===== config.mk =====
export PLATFORM = sky130hd
export DESIGN_NAME = ir_frame_decoder_flat
export DESIGN_NICKNAME = d
export VERILOG_FILES = /design/src/rtl/ir_frame_decoder_pkg.sv /design/src/rtl/ir_frame_decoder_if.sv /design/src/rtl/ir_frame_decoder_tick_gen.sv /design/src/rtl/ir_frame_decoder.sv /design/src/flat_wrapper.sv
export SDC_FILE = /design/constraint.sdc
export NUM_CORES = 1
export LEC_CHECK = 0
export ABC_AREA = 1
export CORE_MARGIN = 8
export CORE_UTILIZATION = 55
export CTS_BUF_LIST = sky130_fd_sc_hd__clkbuf_8 sky130_fd_sc_hd__clkbuf_16
export DETAILED_ROUTE_END_ITERATION = 16
export DONT_BUFFER_PORTS = 1
export PLACE_DENSITY = 0.73
export SETUP_SLACK_MARGIN = 0.05
export SYNTH_ARGS = -nofsm -noshare
export SYNTH_HDL_FRONTEND = slang
export SYNTH_SLANG_ARGS = --single-unit

===== constraint.sdc =====
create_clock -name clk -period 3.45 [get_ports clk]
set_input_delay 0.69 -clock clk [delete_from_list [all_inputs] [get_ports clk]]
set_output_delay 0.69 -clock clk [all_outputs]
set_load 0.05 [all_outputs]

===== src/rtl/ir_frame_decoder_pkg.sv =====
`default_nettype none
// ============================================================================
// Module      : ir_pkg
// Description : Shared types and timing constants for the Samsung-format IR
//               frame decoder: FSM state encoding, pulse-window limits in
//               microseconds, microsecond-to-tick conversion, frame length.
// Revision    : 1.0 - initial release
// ============================================================================
package ir_pkg;

    typedef enum logic [2:0] {
        S_IDLE       = 3'd0,
        S_LEAD_MARK  = 3'd1,
        S_LEAD_SPACE = 3'd2,
        S_BIT_MARK   = 3'd3,
        S_BIT_SPACE  = 3'd4,
        S_STOP_MARK  = 3'd5,
        S_DONE       = 3'd6
    } state_e;

    localparam int FRAME_BITS = 32;

    // Leader mark and leader space: 4500 us nominal, +/-900 us.
    localparam int LEAD_MIN_US = 3600;
    localparam int LEAD_MAX_US = 5400;
    // Bit mark, stop mark and zero space: ~560 us nominal, wide tolerance.
    localparam int BIT_MIN_US  = 300;
    localparam int BIT_MAX_US  = 900;
    // One space: 1690 us nominal.
    localparam int ONE_MIN_US  = 1200;
    localparam int ONE_MAX_US  = 2300;

    function automatic int us_to_ticks(input int us, input int tick_us);
        return us / tick_us;
    endfunction

endpackage
`default_nettype wire


===== src/rtl/ir_frame_decoder_if.sv =====
`default_nettype none
// ============================================================================
// Module      : ir_frame_decoder_if
// Description : Command handshake between the IR decoder (master, producer
//               of command/ir_ready and status pulses) and the cart control
//               logic (slave, producer of ack).
// Ports       : command[31:0], ir_ready, frame_err, overrun, busy, ack
// Revision    : 1.0 - initial release
// ============================================================================
interface ir_frame_decoder_if;
    logic [31:0] command;
    logic        ir_ready;
    logic        frame_err;
    logic        overrun;
    logic        busy;
    logic        ack;

    modport master (
        output command, ir_ready, frame_err, overrun, busy,
        input  ack
    );

    modport slave (
        input  command, ir_ready, frame_err, overrun, busy,
        output ack
    );
endinterface
`default_nettype wire


===== src/rtl/ir_frame_decoder_tick_gen.sv =====
`default_nettype none
// ============================================================================
// Module      : ir_tick_gen
// Description : Free-running divider producing a one-clk tick every TICK_DIV
//               clocks (tick is high every clock when TICK_DIV = 1).
// Ports       : clk, rst (async, active-high), tick (out)
// Revision    : 1.0 - initial release
// ============================================================================
module ir_tick_gen #(
    parameter int TICK_DIV = 250
) (
    input  logic clk,
    input  logic rst,
    output logic tick
);
    localparam int CW = (TICK_DIV > 1) ? $clog2(TICK_DIV) : 1;

    logic [CW-1:0] cnt_q, cnt_d;
    logic          tick_q, tick_d;

    always_comb begin
        tick_d = (cnt_q == CW'(TICK_DIV - 1));
        cnt_d  = tick_d ? '0 : cnt_q + CW'(1);
    end

    always_ff @(posedge clk or posedge rst) begin
        if (rst) begin
            cnt_q  <= '0;
            tick_q <= 1'b0;
        end else begin
            cnt_q  <= cnt_d;
            tick_q <= tick_d;
        end
    end

    assign tick = tick_q;
endmodule
`default_nettype wire


===== src/rtl/ir_frame_decoder.sv =====
`default_nettype none
// ============================================================================
// Module      : ir_frame_decoder
// Description : Decodes Samsung-format IR frames (leader, 32 data bits
//               LSB-first, stop mark) into a 32-bit command word presented
//               with a ready/ack handshake to a slow-clocked consumer.
// Ports       : clk, rst (async, active-high), ir_in (async pin),
//               bus (master): command, ir_ready, frame_err, overrun, busy,
//               ack (async level)
// Options     : IR_CHECK_EN - require byte[23:16] == ~byte[31:24]
// Revision    : 1.0 - initial release
// ============================================================================
module ir_frame_decoder
    import ir_pkg::*;
#(
    parameter int CLK_HZ        = 25000000,
    parameter int TICK_US       = 10,
    parameter bit IR_ACTIVE_LOW = 1'b1,
    parameter int TIMEOUT_TICKS = 700
) (
    input  logic               clk,
    input  logic               rst,
    input  logic               ir_in,
    ir_frame_decoder_if.master bus
);
    localparam int TICK_RAW = CLK_HZ * TICK_US / 1000000;
    localparam int TICK_DIV = (TICK_RAW < 1) ? 1 : TICK_RAW;
    localparam int SW       = $clog2(TIMEOUT_TICKS + 1);
    localparam int BW       = $clog2(FRAME_BITS);

    typedef logic [SW-1:0] seg_t;

    localparam seg_t T_TIMEOUT  = seg_t'(TIMEOUT_TICKS);
    localparam seg_t T_LEAD_MIN = seg_t'(us_to_ticks(LEAD_MIN_US, TICK_US));
    localparam seg_t T_LEAD_MAX = seg_t'(us_to_ticks(LEAD_MAX_US, TICK_US));
    localparam seg_t T_BIT_MIN  = seg_t'(us_to_ticks(BIT_MIN_US, TICK_US));
    localparam seg_t T_BIT_MAX  = seg_t'(us_to_ticks(BIT_MAX_US, TICK_US));
    localparam seg_t T_ONE_MIN  = seg_t'(us_to_ticks(ONE_MIN_US, TICK_US));
    localparam seg_t T_ONE_MAX  = seg_t'(us_to_ticks(ONE_MAX_US, TICK_US));

    function automatic logic in_win(input seg_t v, input seg_t lo, input seg_t hi);
        return (v >= lo) && (v <= hi);
    endfunction

    logic tick;

    ir_tick_gen #(.TICK_DIV(TICK_DIV)) u_tick (
        .clk  (clk),
        .rst  (rst),
        .tick (tick)
    );

    // Synchronizers reset to the idle pin level so no edge is seen on release.
    logic ir_s1_q, ir_s1_d, ir_s2_q, ir_s2_d;
    logic ack_s1_q, ack_s1_d, ack_s2_q, ack_s2_d;
    logic mark_prev_q, mark_prev_d;
    seg_t seg_q, seg_d;

    logic mark, rise, fall;

    assign mark = ir_s2_q ^ IR_ACTIVE_LOW;
    assign rise = mark & ~mark_prev_q;
    assign fall = ~mark & mark_prev_q;

    always_comb begin
        ir_s1_d     = ir_in;
        ir_s2_d     = ir_s1_q;
        ack_s1_d    = bus.ack;
        ack_s2_d    = ack_s1_q;
        mark_prev_d = mark;
        seg_d       = seg_q;
        if (mark != mark_prev_q)
            seg_d = '0;
        else if (tick && (seg_q != T_TIMEOUT))
            seg_d = seg_q + seg_t'(1);
    end

    state_e          state_q, state_d;
    logic [BW-1:0]   bitcnt_q, bitcnt_d;
    logic [31:0]     sr_q, sr_d;
    logic [31:0]     command_q, command_d;
    logic            ir_ready_q, ir_ready_d;
    logic            ack_seen_q, ack_seen_d;
    logic            frame_err_q, frame_err_d;
    logic            overrun_q, overrun_d;
    logic            err;
    logic            can_load;

    // A new word may only be presented once the previous one was acked
    // and ack has dropped again.
    assign can_load = ~ir_ready_q & ~ack_seen_q & ~ack_s2_q;

    always_comb begin
        state_d     = state_q;
        bitcnt_d    = bitcnt_q;
        sr_d        = sr_q;
        command_d   = command_q;
        ir_ready_d  = ir_ready_q;
        ack_seen_d  = ack_s2_q;
        frame_err_d = 1'b0;
        overrun_d   = 1'b0;
        err         = 1'b0;

        if (ack_s2_q)
            ir_ready_d = 1'b0;

        case (state_q)
            S_IDLE: begin
                if (rise) begin
                    state_d  = S_LEAD_MARK;
                    bitcnt_d = '0;
                    sr_d     = '0;
                end
            end
            S_LEAD_MARK: begin
                if (fall) begin
                    if (in_win(seg_q, T_LEAD_MIN, T_LEAD_MAX)) state_d = S_LEAD_SPACE;
                    else err = 1'b1;
                end
            end
            S_LEAD_SPACE: begin
                if (rise) begin
                    if (in_win(seg_q, T_LEAD_MIN, T_LEAD_MAX)) state_d = S_BIT_MARK;
                    else err = 1'b1;
                end
            end
            S_BIT_MARK: begin
                if (fall) begin
                    if (in_win(seg_q, T_BIT_MIN, T_BIT_MAX)) state_d = S_BIT_SPACE;
                    else err = 1'b1;
                end
            end
            S_BIT_SPACE: begin
                if (rise) begin
                    if (in_win(seg_q, T_BIT_MIN, T_BIT_MAX))
                        sr_d[bitcnt_q] = 1'b0;
                    else if (in_win(seg_q, T_ONE_MIN, T_ONE_MAX))
                        sr_d[bitcnt_q] = 1'b1;
                    else
                        err = 1'b1;
                    if (!err) begin
                        if (bitcnt_q == BW'(FRAME_BITS - 1)) begin
                            state_d = S_STOP_MARK;
                        end else begin
                            bitcnt_d = bitcnt_q + BW'(1);
                            state_d  = S_BIT_MARK;
                        end
                    end
                end
            end
            S_STOP_MARK: begin
                if (fall) begin
                    if (in_win(seg_q, T_BIT_MIN, T_BIT_MAX)) state_d = S_DONE;
                    else err = 1'b1;
                end
            end
            S_DONE: begin
`ifdef IR_CHECK_EN
                if (sr_q[23:16] != ~sr_q[31:24]) begin
                    frame_err_d = 1'b1;
                end else if (can_load) begin
                    command_d  = sr_q;
                    ir_ready_d = 1'b1;
                end else begin
                    overrun_d = 1'b1;
                end
`else
                if (can_load) begin
                    command_d  = sr_q;
                    ir_ready_d = 1'b1;
                end else begin
                    overrun_d = 1'b1;
                end
`endif
                state_d  = S_IDLE;
                bitcnt_d = '0;
                sr_d     = '0;
            end
            default: state_d = S_IDLE;
        endcase

        // Saturation is only an abort inside a frame; IDLE sits saturated.
        if ((state_q != S_IDLE) && (state_q != S_DONE) && (seg_q == T_TIMEOUT))
            err = 1'b1;

        if (err) begin
            frame_err_d = 1'b1;
            sr_d        = '0;
            bitcnt_d    = '0;
            state_d     = S_IDLE;
        end
    end

    always_ff @(posedge clk or posedge rst) begin
        if (rst) begin
            ir_s1_q     <= IR_ACTIVE_LOW;
            ir_s2_q     <= IR_ACTIVE_LOW;
            ack_s1_q    <= 1'b0;
            ack_s2_q    <= 1'b0;
            mark_prev_q <= 1'b0;
            seg_q       <= '0;
            state_q     <= S_IDLE;
            bitcnt_q    <= '0;
            sr_q        <= '0;
            command_q   <= '0;
            ir_ready_q  <= 1'b0;
            ack_seen_q  <= 1'b0;
            frame_err_q <= 1'b0;
            overrun_q   <= 1'b0;
        end else begin
            ir_s1_q     <= ir_s1_d;
            ir_s2_q     <= ir_s2_d;
            ack_s1_q    <= ack_s1_d;
            ack_s2_q    <= ack_s2_d;
            mark_prev_q <= mark_prev_d;
            seg_q       <= seg_d;
            state_q     <= state_d;
            bitcnt_q    <= bitcnt_d;
            sr_q        <= sr_d;
            command_q   <= command_d;
            ir_ready_q  <= ir_ready_d;
            ack_seen_q  <= ack_seen_d;
            frame_err_q <= frame_err_d;
            overrun_q   <= overrun_d;
        end
    end

    assign bus.command   = command_q;
    assign bus.ir_ready  = ir_ready_q;
    assign bus.frame_err = frame_err_q;
    assign bus.overrun   = overrun_q;
    assign bus.busy      = (state_q != S_IDLE);
endmodule
`default_nettype wire

===== src/flat_wrapper.sv =====
// flat-port wrapper written by rule: the top's interface ports become plain ports
module ir_frame_decoder_flat import ir_pkg::*;
#(
    parameter int CLK_HZ        = 25000000,
    parameter int TICK_US       = 10,
    parameter bit IR_ACTIVE_LOW = 1'b1,
    parameter int TIMEOUT_TICKS = 700
)
  (clk, rst, ir_in, bus_command, bus_ir_ready, bus_frame_err, bus_overrun, bus_busy, bus_ack);
  ir_frame_decoder_if bus_i ();
  input  logic clk;
  input  logic rst;
  input  logic ir_in;
  output wire logic [$bits(bus_i.command)-1:0] bus_command;
  output wire logic [$bits(bus_i.ir_ready)-1:0] bus_ir_ready;
  output wire logic [$bits(bus_i.frame_err)-1:0] bus_frame_err;
  output wire logic [$bits(bus_i.overrun)-1:0] bus_overrun;
  output wire logic [$bits(bus_i.busy)-1:0] bus_busy;
  input wire logic [$bits(bus_i.ack)-1:0] bus_ack;
  assign bus_command = bus_i.command;
  assign bus_ir_ready = bus_i.ir_ready;
  assign bus_frame_err = bus_i.frame_err;
  assign bus_overrun = bus_i.overrun;
  assign bus_busy = bus_i.busy;
  assign bus_i.ack = bus_ack;
  ir_frame_decoder #(.CLK_HZ(CLK_HZ), .TICK_US(TICK_US), .IR_ACTIVE_LOW(IR_ACTIVE_LOW), .TIMEOUT_TICKS(TIMEOUT_TICKS)) u_core (.clk(clk), .rst(rst), .ir_in(ir_in), .bus(bus_i));
endmodule

==> results of run 1 <==
[cell families (layout without fill, tap and decap cells)]
family                   count (synthesis)  after routing  synth area share (%)
multiplexers                            31             31                 6.760
AO/OA/AOI/OAI                           64             64                 6.567
XOR/XNOR                                 2              2                0.3393
AND/OR/NAND/NOR                        350            350                 28.86
buffers and inverters                   75             73                 6.300
flip-flops                             100            100                 48.51
adder cells (fa/ha/maj)                 11             11                 2.665
[where the power goes]
group          switching, W  leakage, nW  total [W]  internal, W
registers         0.0000815         1.36    0.00129      0.00121
clock network      0.000404        0.102   0.000737     0.000333
logic              0.000557         1.20   0.000710     0.000153
total               0.00104         2.66    0.00274      0.00170
[metal layers]
metal | share of wire, % | track usage [%]
met1 | 43 | 21.18
met2 | 49 | 29.33
met3 | 6.0 | 4.739
met4 | 1.9 | 5.861
met5 | 0 | 0
[placed cells by master, fill, tap and decap left out, drive strengths merged]
cell type and instances:
buf 6, o221ai 1, or2 1, nand3b 1, inv 54, dfrtp 98
o21a 1, nand4 2, nand3 56, nand2 177, a211oi 1, a31oi 1
a21oi 11, bufinv 1, o22ai 1, a221oi 1, clkinv 2, nor2 102
nor3b 2, xor2 1, mux2 31, dfstp 2, nor3 7, nor4 2
xnor2 1, ha 11, o21ai 47, clkinvlp 1, clkbuf 9
[registers in the layout, summed over array words and instances, names as in the netlist, 3 cells and up]
register             cells
u_core.bus.command      32
u_core.u_tick.cnt_q      8
u_core.state_q           3
u_core.seg_q            10
u_core.sr_q             32
u_core.bitcnt_q          5
[worst max path at each step]
stage,cells after the start,startpoint,end
2_1_floorplan,1,rst,u_core.ack_s1_q
6_report,12,u_core.seg_q[0],u_core.sr_q[29]
3_3_place_gp,12,u_core.seg_q[0],u_core.sr_q[29]
3_5_place_dp,12,u_core.seg_q[0],u_core.sr_q[29]
4_1_cts,12,u_core.seg_q[0],u_core.sr_q[29]
5_1_grt,12,u_core.seg_q[0],u_core.sr_q[31]
[final cells by class]
class | count | area, um^2 | area share, %
Clock buffer | 9 | 123.9 | 2.291
Timing Repair Buffer | 6 | 45.04 | 0.8329
Multi-Input combinational cell | 458 | 2333 | 43.15
Sequential cell | 100 | 2505 | 46.32
Tap cell | 111 | 138.9 | 2.568
Clock inverter | 7 | 67.56 | 1.249
Inverter | 51 | 193.9 | 3.586
[through the flow]
step / power, W / hold slack (ps) / setup slack, ps / cell area [um^2]
after global placement: 0.001998 / 332.9 / 899.0 / 5216
final: 0.002741 / 306.2 / 801.8 / 5408
after floorplan: 0.001942 / 331.2 / 144.5 / 5164
after detailed placement: 0.002021 / 349.1 / 810.8 / 5216
after CTS: 0.002752 / 290.8 / 813.9 / 5408
after global routing: 0.002901 / 279.8 / 502.3 / 5408
[cell usage after synthesis, drive strengths merged]
cell type,count
o21a,1
a31oi,1
a21oi,11
nand2,177
nand4,2
nor4,2
nand3b,1
nor2,102
o21ai,47
clkbuf,7
inv,51
o221ai,1
mux2,31
a221oi,1
nand3,56
ha,11
dfstp,2
nor3b,2
or2,1
nor3,7
a211oi,1
xor2,1
dfrtp,98
o22ai,1
buf,17
xnor2,1
==> flow_metrics.tcl, run 1 <==
set metrics [dict create \
    yosys.area.top_type_share_pct 47.49 \
    crit_required_ps 3710 \
    skew_ps 12.08 \
    powerDensity_nw_per_um2 506.9 \
    cts_root_buf "clkbuf_8" \
    post_cts_buffers 0 \
    ys_ff_latch 100 \
    grt_pass1_wl_um 18240 \
    critPathMaxStageDelay_ps 420 \
    synth_top_cell_by_area "dfrtp_1" \
    finish.utilization_pct 58.80 \
    period_needed_ps 2648 \
    crit_chain "inv_1 -> ha_1 -> nand2_1 -> nor3_1 -> nand4_1 -> nand3b_1 -> nand3_4 -> inv_2 -> nand2_4 -> nand2_4 -> nand2_1 -> nand2_1" \
    wl_um 10460 \
    nFillCells 799 \
    peakVddDrop_mv 0.2290 \
    drv_slew 0 \
    cts_hold_buffers 0 \
    die_area_um2 12750 \
    yosys-top-cells-area "dfrtp_1 (47%), nand2_1 (13%), nor2_1 (7.3%)" \
    grt_pass1_vias 3868 \
    slowest_stage "dfrtp_1" \
    hold_end "u_core.ir_s1_q" \
    numCtsBuffers 9 \
    antenna_found_initial 0 \
    dr.first_iter.drc_count 329 \
    r2r_setup_slack_ps 800 \
    placed_cells 726 \
    routed-via-count 4044 \
    rows 35 \
    timing.fmax_ghz 0.3776 \
    ff2ff_path_depth 12 \
    worstHoldPathCells 0 \
    layout-drive-gt1-share_pct 11.09 \
    fin_cells 742 \
    finalSetupViolCount 0 \
    leakage_nw 2.659 \
    die_w_um 112.9 \
    drv_cap 0 \
    cts_resized 0 \
    yosysWarnings 0 \
    start_util_pct 56.15 \
    synth_fp_nets 648 \
    worstMarginPinSlew_ps 827.2 \
    syn_avg_cell_area_um2 8.158 \
    timing.rr.end "u_core.sr_q[29]" \
    crit_family "simple AND/OR/NAND/NOR gates" \
    cp.arrival_ps 2910 \
    ys_seq_area_share_pct 48.51 \
    cts_sinks 100 \
    cts_max_level 3 \
    synthCells 633 \
    synth_cell_types 38 \
    end_kind "flop" \
    hold_viol 0 \
    start_kind "flop" \
    r2r-start "u_core.seg_q[0]" \
    die_y_um 112.9 \
    tns_ps 0 \
    hp-start "ir_in" \
    viasPerCell 5.450 \
    drc 0 \
    grt.total_usage_pct 17.43 \
    cts_tree "yes" \
    clk_latency_ps 370 \
    cts_max_path_buffers 2 \
    critical_path_peak_fanout 33 \
    dr.pass1.iters 7 \
    path_buf_inv 2 \
    cp_common_cell "nand2_1" \
    slew_headroom_pct 44.85 \
    area_growth_pct 4.725 \
    core_area_um2 9196 \
    n_antenna_cell 0 \
    antenna_left 0 \
    rsz0062_at_grt "false" \
    gp_congestion 0.8853 \
    netlist_area_um2 5164 \
    outcome "finished, final reports clean" \
    path_class "flop to flop" \
    io_pins 40 \
    wl_per_cell_um 14.10 \
    placement.io_buffers 0 \
    grt_overflow 0 \
    clkTransAtPathRegs_ps 100 \
    period_share_pct 76.76 \
    fin_nets 641 \
    dpl.hpwl_um 7283 \
    grt_max_degree 70 \
    hp-class "input pin to flop" \
]
No activity file was read; power rests on OpenSTA's default activity.
==> inputs of run 2 (changes only) <==
- PLACE_DENSITY: 0.73 -> 0.7
- clock period: 3.45 -> 2.6 ns (I/O delays scaled with it)
==> run 2 against run 1 <==
Setup slack got worse by 500 ps. Combinational power rose by 41%. Sequential cell count did not move. Via count fell by 1.9%. Clock power rose by 38%. Fmax rose by 15%. Largest cell class unchanged. Sequential share of layout area fell by 0.62 points. Critical path type unchanged. Wire length fell by 2.6%. Register-to-register slack got worse by 500 ps. Sequential power rose by 33%. Core utilization rose by 0.80 points.
==> flow_metrics.tcl, run 2 (synthesized netlist as in run 1, its figures left out) <==
set metrics [dict create \
    area_growth_pct 6.155 \
    dpl.hpwl_um 7242 \
    grt_overflow 0 \
    rsz0062_at_grt "false" \
    period_share_pct 88.25 \
    cts_root_buf "clkbuf_8" \
    skew_ps 11.92 \
    numCtsBuffers 9 \
    grt.total_usage_pct 17.22 \
    powerDensity_nw_per_um2 682.5 \
    finalSetupViolCount 0 \
    dr.first_iter.drc_count 261 \
    antenna_left 0 \
    cts_max_path_buffers 2 \
    critPathMaxStageDelay_ps 420 \
    hold_viol 0 \
    clk_latency_ps 360 \
    period_needed_ps 2295 \
    power.share.switching_pct 37.03 \
    n_antenna_cell 0 \
    slowest_stage "dfrtp_1" \
    fin_cells 745 \
    drc 0 \
    critical_path_peak_fanout 32 \
    tns_ps 0 \
    power_w 0.003741 \
    wl_um 10190 \
    r2r_setup_slack_ps 310 \
    path_buf_inv 2 \
    cts_max_level 3 \
    grt_max_degree 56 \
    routed-via-count 3966 \
    drv_slew 0 \
    crit_family "simple AND/OR/NAND/NOR gates" \
    crit_chain "inv_1 -> ha_1 -> nand2_1 -> nor3_1 -> nand4_1 -> nand3b_1 -> nand3_4 -> inv_2 -> nand2_4 -> nand2_8 -> nand2_1 -> nand2_1" \
    mostFrequentLayoutCells "nand2_1 (172), nor2_1 (101), dfrtp_1 (98)" \
    placement.io_buffers 0 \
    die_w_um 112.9 \
    die_area_um2 12750 \
    ff2ff_path_depth 12 \
    layout_commonest_cell "nand2_1" \
    io_pins 40 \
    end_kind "flop" \
    cts_hold_buffers 0 \
    leakage_nw 2.674 \
    path_class "flop to flop" \
    gp_congestion 0.8565 \
    fin_hold_ws_ps 94.53 \
    die_y_um 112.9 \
    cts_sinks 100 \
    viasPerCell 5.323 \
    layout-drive-gt1-share_pct 11.67 \
    grt_pass1_wl_um 18260 \
    r2r-start "u_core.seg_q[0]" \
    timing.fmax_ghz 0.4358 \
    crit_required_ps 2840 \
    cp.arrival_ps 2540 \
    cp_common_cell "nand2_1" \
    start_util_pct 56.15 \
    fin_nets 644 \
    p_clk_share_pct 27.4 \
    dr.pass1.iters 5 \
    peakVddDrop_mv 0.3178 \
    hp-class "input pin to asynchronous set/reset pin" \
    core_area_um2 9196 \
    cts_tree "yes" \
    placed_cells 729 \
    cp.depth 12 \
    p_int_w 0.002356 \
    stdcell_area_um2 5482 \
    p_sw_w 0.001385 \
    drv_cap 0 \
    start_kind "flop" \
    p_seq_share_pct 45.8 \
    placed_area_um2 5253 \
    antenna_found_initial 0 \
    power_frac_comb_pct 26.8 \
    wl_per_cell_um 13.67 \
    rows 35 \
    grt_pass1_vias 3940 \
    clkTransAtPathRegs_ps 100 \
    slew_headroom_pct 55.94 \
    worstMarginPinSlew_ps 655.4 \
    outcome "finished, final reports clean" \
    timing.rr.end "u_core.sr_q[31]" \
]
==> run 2: how the worst max path moves through the flow <==
stage / slack (ps) / to / start
4_1_cts: 210 / u_core.sr_q[31] / u_core.seg_q[0]
6_report: 310 / u_core.sr_q[31] / u_core.seg_q[0]
5_1_grt: 70 / u_core.sr_q[12] / u_core.seg_q[0]
3_5_place_dp: 240 / u_core.sr_q[31] / u_core.seg_q[0]
3_3_place_gp: 320 / u_core.sr_q[1] / u_core.seg_q[0]
2_1_floorplan: 480 / u_core.sr_q[10] / u_core.state_q[2]
==> run 2: per-stage QoR <==
step / setup slack (ps) / utilization (%)
global placement: 317.1 / 57.12
CTS: 208.0 / 59.41
finish: 305.5 / 59.61
detailed placement: 243.5 / 57.12
floorplan: 484.7 / -
global route: 69.46 / 59.61
==> run 2: cell type report <==
| cell class | instances | area, um^2 |
|---|---|---|
| Fill cell | 799 | 3715 |
| Sequential cell | 100 | 2505 |
| Multi-Input combinational cell | 458 | 2351 |
| Inverter | 51 | 195.2 |
| Clock buffer | 11 | 151.4 |
| Tap cell | 111 | 138.9 |
| Timing Repair Buffer | 9 | 80.08 |
| Clock inverter | 5 | 60.06 |
==> run 2: what timing repair did <==
item,CTS,global route
gates resized for setup,0,2
buffers inserted,0,0
hold endpoints to repair,0,0
setup endpoints to repair,0,32
==> run 2: worst register-to-register path: stages, from the launching register on <==
cell and delay [ps]:
dfrtp_1 420, inv_1 130, ha_1 180, nand2_1 50, nor3_1 120, nand4_1 120, nand3b_1 280, nand3_4 180
inv_2 80, nand2_4 250, nand2_8 200, nand2_1 120, nand2_1 50
==> run 2: power by group through the flow <==
stage	clock network [W]	logic, W	registers, W
2_1_floorplan	0	0.000869	0.00171
3_3_place_gp	0	0.000952	0.00174
3_5_place_dp	0	0.000972	0.00174
4_1_cts	0.00106	0.000973	0.00171
5_1_grt	0.00113	0.00113	0.00172
6_report	0.00102	0.00100	0.00171
==> run 2: per-layer routing <==
layer  vias up  wire [um]  track usage, %
li1       2020          -               -
met1      1867       4557           21.16
met2        73       5066           29.61
met3         6        495           3.514
met4         0         67           5.773
met5         -          0               0
